$ cat src/rtl/ram_scan_reader_if.sv
// Bundle of the scan reader's control, RAM read port and display-side signals.
// The reader uses the slave view; the board top or a bench drives through master.
interface ram_scan_reader_if #(
  parameter int ADDR_W = 5,
  parameter int DATA_W = 4
);
  logic              run_i;
  logic              step_i;
  logic [DATA_W-1:0] ram_q_i;
  logic [ADDR_W-1:0] rd_addr_o;
  logic [ADDR_W-1:0] disp_addr_o;
  logic [DATA_W-1:0] disp_data_o;
  logic              valid_o;
  logic              wrap_o;

  modport slave (
    input  run_i, step_i, ram_q_i,
    output rd_addr_o, disp_addr_o, disp_data_o, valid_o, wrap_o
  );

  modport master (
    output run_i, step_i, ram_q_i,
    input  rd_addr_o, disp_addr_o, disp_data_o, valid_o, wrap_o
  );
endinterface

$ cat src/rtl/ram_scan_reader.sv
// Read-side master for the on-board RAM: walks the address space and holds each
// {address, data} pair on the display for DWELL clocks, in auto-scan or single-step mode.
module ram_scan_reader #(
  parameter int ADDR_W = 5,
  parameter int DATA_W = 4,
  parameter int RD_LAT = 1,
  parameter int DWELL  = 50_000_000
) (
  input  logic            clk_i,
  input  logic            resetn_i,
  ram_scan_reader_if.slave bus
);

  localparam int DW_W = (DWELL  > 1) ? $clog2(DWELL)  : 1;
  localparam int LT_W = (RD_LAT > 1) ? $clog2(RD_LAT) : 1;

  localparam logic [DW_W-1:0]   DWELL_LAST = DW_W'(DWELL - 1);
  localparam logic [DW_W-1:0]   DWELL_ONE  = DW_W'(1);
  localparam logic [LT_W-1:0]   LAT_LAST   = LT_W'(RD_LAT - 1);
  localparam logic [LT_W-1:0]   LAT_ONE    = LT_W'(1);
  localparam logic [ADDR_W-1:0] ADDR_MAX   = {ADDR_W{1'b1}};
  localparam logic [ADDR_W-1:0] ADDR_ONE   = ADDR_W'(1);

  typedef enum logic [2:0] {
    IDLE,
    ISSUE,
    WAIT,
    HOLD,
    PAUSE
  } state_e;

  state_e            state_q;
  logic [ADDR_W-1:0] rd_addr_q;
  logic [ADDR_W-1:0] disp_addr_q;
  logic [DATA_W-1:0] disp_data_q;
  logic              valid_q;
  logic              wrap_q;
  logic [DW_W-1:0]   dwell_q;
  logic [LT_W-1:0]   lat_q;

  // wrap_q defaults low every clock so it only ever lasts the one clock after an increment
  always_ff @(posedge clk_i or negedge resetn_i) begin
    if (!resetn_i) begin
      state_q     <= IDLE;
      rd_addr_q   <= '0;
      disp_addr_q <= '0;
      disp_data_q <= '0;
      valid_q     <= 1'b0;
      wrap_q      <= 1'b0;
      dwell_q     <= '0;
      lat_q       <= '0;
    end else begin
      wrap_q <= 1'b0;
      case (state_q)
        IDLE: begin
          if (bus.run_i || bus.step_i) begin
            state_q <= ISSUE;
          end
        end
        ISSUE: begin
          lat_q   <= '0;
          state_q <= WAIT;
        end
        WAIT: begin
          if (lat_q == LAT_LAST) begin
            disp_data_q <= bus.ram_q_i;
            disp_addr_q <= rd_addr_q;
            valid_q     <= 1'b1;
            dwell_q     <= '0;
            state_q     <= HOLD;
          end else begin
            lat_q <= lat_q + LAT_ONE;
          end
        end
        HOLD: begin
          if (dwell_q == DWELL_LAST) begin
            if (bus.run_i) begin
              rd_addr_q <= rd_addr_q + ADDR_ONE;
              wrap_q    <= (rd_addr_q == ADDR_MAX);
              state_q   <= ISSUE;
            end else begin
              state_q <= PAUSE;
            end
          end else begin
            dwell_q <= dwell_q + DWELL_ONE;
          end
        end
        PAUSE: begin
          // run and step together still give just one advance
          if (bus.run_i || bus.step_i) begin
            rd_addr_q <= rd_addr_q + ADDR_ONE;
            wrap_q    <= (rd_addr_q == ADDR_MAX);
            state_q   <= ISSUE;
          end
        end
        default: state_q <= IDLE;
      endcase
    end
  end

  assign bus.rd_addr_o   = rd_addr_q;
  assign bus.disp_addr_o = disp_addr_q;
  assign bus.disp_data_o = disp_data_q;
  assign bus.valid_o     = valid_q;
  assign bus.wrap_o      = wrap_q;

endmodule

$ cat src/flat_wrapper.sv
// flat-port wrapper written by rule: the top's interface ports become plain ports
module ram_scan_reader_flat 
#(
  parameter int ADDR_W = 5,
  parameter int DATA_W = 4,
  parameter int RD_LAT = 1,
  parameter int DWELL  = 50_000_000
)
  (clk_i, resetn_i, bus_run_i, bus_step_i, bus_ram_q_i, bus_rd_addr_o, bus_disp_addr_o, bus_disp_data_o, bus_valid_o, bus_wrap_o);
  ram_scan_reader_if #(.ADDR_W(ADDR_W), .DATA_W(DATA_W)) bus_i ();
  input  logic clk_i;
  input  logic resetn_i;
  input wire logic [$bits(bus_i.run_i)-1:0] bus_run_i;
  input wire logic [$bits(bus_i.step_i)-1:0] bus_step_i;
  input wire logic [$bits(bus_i.ram_q_i)-1:0] bus_ram_q_i;
  output wire logic [$bits(bus_i.rd_addr_o)-1:0] bus_rd_addr_o;
  output wire logic [$bits(bus_i.disp_addr_o)-1:0] bus_disp_addr_o;
  output wire logic [$bits(bus_i.disp_data_o)-1:0] bus_disp_data_o;
  output wire logic [$bits(bus_i.valid_o)-1:0] bus_valid_o;
  output wire logic [$bits(bus_i.wrap_o)-1:0] bus_wrap_o;
  assign bus_i.run_i = bus_run_i;
  assign bus_i.step_i = bus_step_i;
  assign bus_i.ram_q_i = bus_ram_q_i;
  assign bus_rd_addr_o = bus_i.rd_addr_o;
  assign bus_disp_addr_o = bus_i.disp_addr_o;
  assign bus_disp_data_o = bus_i.disp_data_o;
  assign bus_valid_o = bus_i.valid_o;
  assign bus_wrap_o = bus_i.wrap_o;
  ram_scan_reader #(.ADDR_W(ADDR_W), .DATA_W(DATA_W), .RD_LAT(RD_LAT), .DWELL(DWELL)) u_core (.clk_i(clk_i), .resetn_i(resetn_i), .bus(bus_i));
endmodule
$ cat config.mk
export PLATFORM = sky130hd
export DESIGN_NAME = ram_scan_reader_flat
export DESIGN_NICKNAME = d
export VERILOG_FILES = /design/src/rtl/ram_scan_reader_if.sv /design/src/rtl/ram_scan_reader.sv /design/src/flat_wrapper.sv
export SDC_FILE = /design/constraint.sdc
export NUM_CORES = 1
export LEC_CHECK = 0
export CAP_MARGIN = 30
export CORE_MARGIN = 10
export CORE_UTILIZATION = 45
export CTS_CLUSTER_DIAMETER = 200
export DETAILED_ROUTE_END_ITERATION = 8
export PLACE_DENSITY = 0.68
export SLEW_MARGIN = 0
export SYNTH_ARGS = -nofsm -noshare
export SYNTH_HDL_FRONTEND = slang
export SYNTH_SLANG_ARGS = --single-unit
$ cat constraint.sdc
create_clock -name clk_i -period 2.35 [get_ports clk_i]
set_input_delay 0.47 -clock clk_i [delete_from_list [all_inputs] [get_ports clk_i]]
set_output_delay 0.47 -clock clk_i [all_outputs]
set_load 0.1 [all_outputs]
==> results.md, run 1 <==
- The largest total area in the synthesized netlist belongs to sky130_fd_sc_hd__dfrtp_1.
- The average detailed-routed wire length per instance is between 15 and 20 um.
- Entering global routing, the biggest net connects 34 pins.
- The path class of the tightest hold or removal check is in2async.
- The pre-CTS setup slack is roughly 0.070 ns.
- The floorplan has 26 rows.
- After clock tree synthesis, the setup repair step added 0 buffers.
- The number of storage elements in the synthesis netlist is 45.
- Hold timing on the final database bottoms out at a slack of between 0.2 and 0.25 ns.
- The switching power of the nets is ~0.00073 W.
- The routability-driven placement congestion ratio is ~0.85.
- After detailed routing, the total wire length is ~5600 um.
- At the pin with the least slew margin, the transition time is between 0.7 and 0.8 ns.
- The pre-antenna-repair detailed-routing pass consisted of 4 iterations.
- The global routing met1 resource utilization is 0.175.
- The kind of cell adding the most delay to the critical path is simple AND/OR/NAND/NOR gates.
- The worst setup path is captured at a flip-flop.
- Data on the critical path is required at its endpoint by 2.54 ns.
- The synthesized design contains 0 enable-type register cells.
- The final route contains around 2000 vias.
- The initial antenna violation count is 0.
- In the final layout, the share of cells above drive strength 1 is 0.234.
- The TritonCTS clock tree is yes.
- Of all flip-flops after synthesis, the portion carrying an async set or reset was 1.00.
- The via count normalized by instance count is about 5.7.
- The area growth from synthesis to layout is 21.2%.
- The share of total power dissipated in combinational logic is 0.307.
- The category of the critical setup timing path is reg2reg.
- The via count of the first global-routing pass was around 2000.
- The detail route stage leaves a number of antenna-violating nets equal to 0.
- The cell count after placement is ~350.
- The total count of max-transition violations in the final report is 0.
- The wire length of the first global-routing pass is roughly 9800 um.
- Counting every sink on the clock net gives 45.
- The internal portion of the total power is around 0.0013 W.
- The initial core utilization is 0.467.
- On the worst path, the slowest cell contributes a delay of around 0.5 ns.
- The number of maximum-capacitance violations is 0.
- The worst max-slew margin expressed relative to the limit is 0.508.
- Timing would allow up to roughly 450 MHz.
- The count of buffers added on input and output ports is 23.
- The critical path's slowest cell is sky130_fd_sc_hd__or4_1.
- The count of hold buffers inserted by post-cts repair is 0.
- The endpoint arrival time on the critical path is about 2.4 ns.
- The Yosys step of the flow raised 0 warnings.
- For this run, the number of standard cells in the final layout without fillers is about 350.
- The root cell of the clock tree is sky130_fd_sc_hd__clkbuf_8.
- For the final routed database, the setup TNS stands at 0 ns.
- Clock skew on the completed layout was measured at roughly 0.0044 ns.
- Of all nets on the critical path, the largest fanout is 9.
- The worst setup path is launched from a flip-flop.
- The net total in the final layout is approximately 300.
- Yosys attributes the largest share of cell area to sky130_fd_sc_hd__dfrtp_1 (47%), sky130_fd_sc_hd__mux2_2 (5.2%), sky130_fd_sc_hd__xnor2_1 (2.9%), sky130_fd_sc_hd__and3_1 (2.9%), sky130_fd_sc_hd__nand3_1 (2.7%).
- The share of synthesized area in the top cell type comes to 0.472.
- After floorplanning, the core was sized to cover roughly 5100 um2.
- Buffers inserted during clock tree synthesis total 5.
- The worst-case IR drop observed on VDD is 0.000708 V.
- For this run, the leading register cell type out of synthesis is sky130_fd_sc_hd__dfrtp_1.
- The net switching share of the total power is 0.359.
- The run finished with clean final reports.
- The count of distinct cell types in the synthesized netlist is between 40 and 50.
- The fraction of met3 tracks used by global routing is 0.0363.
- The H-tree generated during clock tree synthesis spans 2 levels.
- The critical path contains buffers and inverters numbering 0 combined.
- The netlist area before placement is 2380 um2.
- The post-DP HPWL is roughly 4200 um.
- The die height is 92.8 um.
- The clock transition at the registers of the reported paths is 0.08 ns.
- The post-layout worst setup margin is 0.132 ns.
- Summed over all layers, the global routing overflow is 0.
- The floorplan step defined a die boundary enclosing between 8000 and 9000 um2.
- The antenna cell count is 0.
- Of the synthesized area, sequential elements account for 0.472.
- The remaining design rule violation count is 0.
- The power density normalized to cell area is between 700 and 800 nW/um2.
- Walking the worst path, the cells encountered are or4_1, or4_4, o21a_4, and3_1, a211o_1.
- The met2 usage in global routing is 0.224.
- The clock period could shrink to roughly 2.2 ns.
- The most crowded layer after global routing is met2.
- 24 I/O pins were placed.
- Setup violations remaining at the end of the flow were counted as 0.
- The later pin in the worst-skew pair is clocked with a latency of roughly 0.3 ns.
- The overall track demand over capacity in global routing is 0.140.
- The clock power share is 0.230.
- The detailed router finished its first iteration with 123 violations.
- By count the netlist is led by sky130_fd_sc_hd__dfrtp_1 (45), sky130_fd_sc_hd__nand2_1 (17), sky130_fd_sc_hd__nor2_1 (16).
- Setup repair after global routing left no endpoint under its margin.
- Yosys instantiated no cell more often than sky130_fd_sc_hd__dfrtp_1.
- The clock tree buffer depth is 2.
- Of the total power, registers draw 0.463.
- Averaged over all synthesized cells, the footprint is 9.93 um2.
- In the finished design, the share of the clock period the worst path needs comes to 0.944.
- The post-synthesis cell count is 240.
- The number of nets handed over by synthesis was between 200 and 300.
- The chip width is around 93 um.
- The total count of hold-check failures in the final report is 0.
- Summed over all cells, the static leakage comes to 1.33 nW.
==> final timing paths <==
path,slack (ns),startpoint,depth (start not counted),endpoint
worst max-delay path,0.13,u_core.dwell_q[11],5,u_core.dwell_q[13]
worst min-delay path,0.23,resetn_i,1,u_core.bus.disp_addr_o[4]
worst max register to register,0.13,u_core.dwell_q[11],5,u_core.dwell_q[13]
worst min register to register,0.47,u_core.bus.valid_o,1,u_core.bus.valid_o
max in group asynchronous,1.47,resetn_i,2,u_core.dwell_q[16]
min in group clk_i,0.47,u_core.bus.valid_o,1,u_core.bus.valid_o
==> sequential cells by signal, summed over array words and instances, names as in the netlist <==
name                    cells
u_core.dwell_q             26
u_core.bus.rd_addr_o        5
u_core.bus.disp_data_o      4
u_core.bus.disp_addr_o      5
u_core.bus.valid_o          1
u_core.bus.wrap_o           1
u_core.state_q              3
==> area by class of cell <==
cell class / instances / area (um2)
Timing Repair Buffer: 45 / 363
Sequential cell: 45 / 1130
Clock buffer: 5 / 68.8
Inverter: 5 / 18.8
Clock inverter: 2 / 16.3
Fill cell: 471 / 2220
Multi-Input combinational cell: 180 / 1210
Tap cell: 70 / 87.6
==> layout by cell type, fill, tap and decap left out, types with 5 or more instances in the layout <==
master,n
sky130_fd_sc_hd__dfrtp_1,45
sky130_fd_sc_hd__buf_4,37
sky130_fd_sc_hd__nor2_1,16
sky130_fd_sc_hd__nand2_1,16
sky130_fd_sc_hd__nand3_1,13
sky130_fd_sc_hd__and3_1,11
sky130_fd_sc_hd__mux2_2,11
sky130_fd_sc_hd__nand4_1,10
sky130_fd_sc_hd__nor3_1,9
sky130_fd_sc_hd__a21oi_1,8
sky130_fd_sc_hd__o21ai_0,8
sky130_fd_sc_hd__xnor2_1,8
sky130_fd_sc_hd__a22o_1,7
sky130_fd_sc_hd__a31oi_1,6
sky130_fd_sc_hd__clkdlybuf4s50_1,6
sky130_fd_sc_hd__a211o_1,5
sky130_fd_sc_hd__inv_1,5
sky130_fd_sc_hd__clkbuf_8,5
==> metal layers <==
| layer | wire, um | vias to the layer above |
|---|---|---|
| li1 | - | 984 |
| met1 | 2560 | 968 |
| met2 | 2670 | 43 |
| met3 | 295 | 9 |
| met4 | 102 | 0 |
| met5 | 0 | - |
==> power by group through the flow <==
stage               clock network [W]  logic [W]  registers [W]
floorplan                           0   0.000223        0.00117
global placement                    0   0.000626       0.000955
detailed placement                  0   0.000636       0.000957
CTS                          0.000484   0.000637       0.000943
global route                 0.000512   0.000680       0.000961
finish                       0.000469   0.000626       0.000944
==> cells by family (layout without fill, tap and decap cells) <==
group	Yosys count	count (layout)	share of synthesized area
compound gates	52	52	0.151
xor+xnor	9	9	0.0331
fa+ha+maj	3	3	0.0157
buf+inv	15	57	0.0299
flops	45	45	0.472
mux	14	14	0.0646
simple gates	102	102	0.233
==> stage by stage <==
step	power, W	utilization	cell area (um2)
2_1_floorplan	0.00139	-	2380
3_3_place_gp	0.00158	0.545	2780
3_5_place_dp	0.00159	0.545	2780
4_1_cts	0.00206	0.561	2870
5_1_grt	0.00215	0.566	2890
6_report	0.00204	0.566	2890
==> timing repair <==
action	in CTS	in global routing
setup endpoints to repair	0	21
resized for setup	0	5
hold endpoints to repair	0	0
No activity file was read; power rests on OpenSTA's default activity.
==> run 2: changes to the inputs <==
ABC_CLOCK_PERIOD_IN_PS = 2350   (was unset)
PLACE_DENSITY = 0.69   (was 0.68)
==> run 2 against run 1 <==
Net effect: die area unchanged; setup slack got worse by 0.0084 ns; clock power up 51%; cell area barely moved; flip-flop and latch count unchanged; clock skew is 0.0053 ns higher; fmax is 0.38% lower; wire length down 6.4%; largest power group unchanged; final cell count shrank 0.85%; hold slack got worse by 0.15 ns.
==> results.md, run 2 (synthesized netlist as in run 1, its figures left out) <==
- The total via count in the routed design is 1952 (-2.6%).
- The largest net degree at the start of global routing came to 30 (-12%).
- The clock power share is 0.313 (+0.083).
- The chip width is 92.8 um (unchanged).
- The overall track demand over capacity in global routing is 0.131 (-0.00934).
- The library cell used most frequently in the layout, excluding fill and tap cells, is sky130_fd_sc_hd__dfrtp_1.
- The clock sink total is 45 (unchanged).
- The relative contribution of sequential cells to total power is 0.423 (-0.040).
- The average detailed-routed wire length per instance is 15.1 um (-5.6%).
- The number of antenna-violating nets in the routed design is 0 (unchanged).
- The minimum period implied by the final worst setup slack is 2.23 ns (+0.00841 ns).
- The violation count after the first detailed-route iteration was 151 (+23%).
- The clock tree buffer depth came to 2 (unchanged).
- The endpoint kind of the worst setup timing path is a flip-flop.
- The power density normalized to cell area is 780 nW/um2 (+11%).
- The number of placed I/O pins was 24 (unchanged).
- The final standard cell count with taps included and fillers excluded is 349 (-0.85%).
- The timing-limited maximum frequency is 449 MHz (-0.38%).
- The flip-flop count of the largest register after layout is 26 (unchanged).
- The slew at the pin closest to its max-slew limit came to 0.540 ns (-0.198 ns).
- The die height was 92.8 um (unchanged).
- The TritonCTS clock tree is yes.
- The via count normalized by instance count is 5.59 (-1.8%).
- The total count of hold-check failures in the final report is 0 (unchanged).
- The wire length of the first global-routing pass is 9200 um (-6.4%).
- The endpoint arrival time on the critical path is 2.42 ns (about the same).
- The switching power of the nets is 0.000738 W (+0.75%).
- The aggregate global routing overflow is 0 (unchanged).
- The initial antenna violation count is 0 (unchanged).
- The H-tree depth reported by CTS is 2 (unchanged).
- The leakage power total is 1.33 nW (+0.40%).
- The net switching share of the total power is 0.327 (-0.0320).
- The post-place instance area is 2750 um2 (-1.1%).
- The row count is 26 (unchanged).
- The total count of max-transition violations in the final report is 0 (unchanged).
- The clock transition at the registers of the reported paths came to 0.09 ns (about the same).
- The fraction of the cycle the final worst path needs is 0.947 (+0.00358).
- The layer flagged by global routing as most heavily used is met2.
- The min-delay analysis places its worst path in the category in2async.
- The fraction of layout cells with a size suffix above 1 is 0.222 (-0.0118).
- The core outline area came to 5110 um2 (unchanged).
- The post-CTS setup-driven buffer insertion count came to 0 (unchanged).
- The antenna cell count came to 0 (unchanged).
- The remaining design rule violation count is 0 (unchanged).
- The routed wire length is 5280 um (-6.4%).
- Setup repair after global routing left no endpoint under its margin.
- The global routing met1 resource utilization is 0.178 (+0.00258).
- The number of buffers inserted by port buffering is 23 (unchanged).
- The post-DP HPWL came to 3970 um (-4.8%).
- The endpoint required time on the critical path was 2.54 ns (about the same).
- The final instance area is 2890 um2 (about the same).
- The initial core utilization is 0.467 (unchanged).
- The fraction of met3 tracks used by global routing is 0.0299 (-0.00646).
- The area growth from synthesis to final layout is 21.3% (about the same).
- The total die area is 8610 um2 (unchanged).
- The combinational group share of total power is 0.265 (-0.042).
- The cell count after placement is 341 (-1.2%).
- STA classifies the critical path startpoint as a flip-flop.
- The iteration count of the initial detailed-routing pass is 4 (unchanged).
- The library cells used most frequently in the layout, excluding fill and tap cells, are sky130_fd_sc_hd__dfrtp_1 (45), sky130_fd_sc_hd__buf_4 (33), sky130_fd_sc_hd__nand2_1 (17).
- The met2 usage in global routing is 0.196 (-0.0286).
- The root buffer cell chosen for the clock tree is sky130_fd_sc_hd__clkbuf_8.
- The flow ran to the end, and the final reports show no timing, DRC or antenna violations.
- The worst max-slew margin expressed relative to the limit came to 0.640 (+0.132).
- The net total in the final layout was 289 (-1.4%).
- The total negative setup slack came to 0 ns (unchanged).
- The clock latency on the worst-skew pair is 0.30 ns (about the same).
- The register bank with the most flops is u_core.dwell_q.
- The worst-path maximum fanout is 8 (-1).
- The final number of setup-violating endpoints was 0 (unchanged).
- The clock skew is 0.00970 ns (+0.00534 ns).
- The via count of the first global-routing pass is 1845 (-6.5%).
- The peak supply drop is 0.000509 V (-28%).
- The number of maximum-capacitance violations is 0 (unchanged).
- The routability-driven placement congestion ratio was 0.843 (-1.3%).
- The setup path with the least slack is of type reg2reg.
- The internal cell power is 0.00152 W (+16%).
- The CTS buffer count is 5 (unchanged).
-- run 2: per-layer routing --
metal,up-vias,share of wire
li1,966,-
met1,923,0.48
met2,58,0.45
met3,5,0.053
met4,0,0.011
met5,-,0
-- run 2: final timing paths --
| check | startpoint | end | slack, ns | cells past startpoint |
|---|---|---|---|---|
| worst max-delay path | u_core.dwell_q[11] | u_core.dwell_q[13] | 0.12 | 5 |
| worst min-delay path | resetn_i | u_core.bus.disp_addr_o[4] | 0.08 | 1 |
| worst max register to register | u_core.dwell_q[11] | u_core.dwell_q[13] | 0.12 | 5 |
| worst min register to register | u_core.bus.valid_o | u_core.bus.valid_o | 0.48 | 1 |
| max in group asynchronous | resetn_i | u_core.dwell_q[25] | 1.56 | 2 |
| min in group clk_i | u_core.bus.valid_o | u_core.bus.valid_o | 0.48 | 1 |
-- run 2: timing repair --
action                     CTS  global route
setup endpoints to repair    0             7
hold buffers                 0             0
gates resized for setup      0             2
-- run 2: power groups by stage --
stage               Sequential, W  Combinational (W)  Clock, W
global placement         0.000965           0.000596         0
global route             0.000974           0.000649  0.000755
finish                   0.000953           0.000597  0.000706
floorplan                 0.00117           0.000223         0
CTS                      0.000953           0.000605  0.000723
detailed placement       0.000969           0.000604         0
-- run 2: critical path, cell delays in order (launching register included) --
cell and delay [ns]:
sky130_fd_sc_hd__dfrtp_1 0.43, sky130_fd_sc_hd__or4_1 0.50, sky130_fd_sc_hd__or4_4 0.44, sky130_fd_sc_hd__o21a_2 0.30, sky130_fd_sc_hd__and3_1 0.18, sky130_fd_sc_hd__a211o_1 0.27
-- run 2: final cells by class --
type / count / area, um2
Clock buffer: 5 / 68.8
Clock inverter: 3 / 68.8
Fill cell: 444 / 2220
Inverter: 5 / 18.8
Multi-Input combinational cell: 180 / 1190
Sequential cell: 45 / 1130
Tap cell: 70 / 87.6
Timing Repair Buffer: 41 / 333
-- run 2: metrics by stage --
step	utilization	worst slack [ns]	hold WS, ns	power (W)
2_1_floorplan	-	0.107	0.174	0.00139
3_3_place_gp	0.539	0.130	0.422	0.00156
3_5_place_dp	0.539	0.0949	0.418	0.00157
4_1_cts	0.566	0.0778	0.0855	0.00228
5_1_grt	0.566	0.000381	0.0989	0.00238
6_report	0.566	0.124	0.0753	0.00226
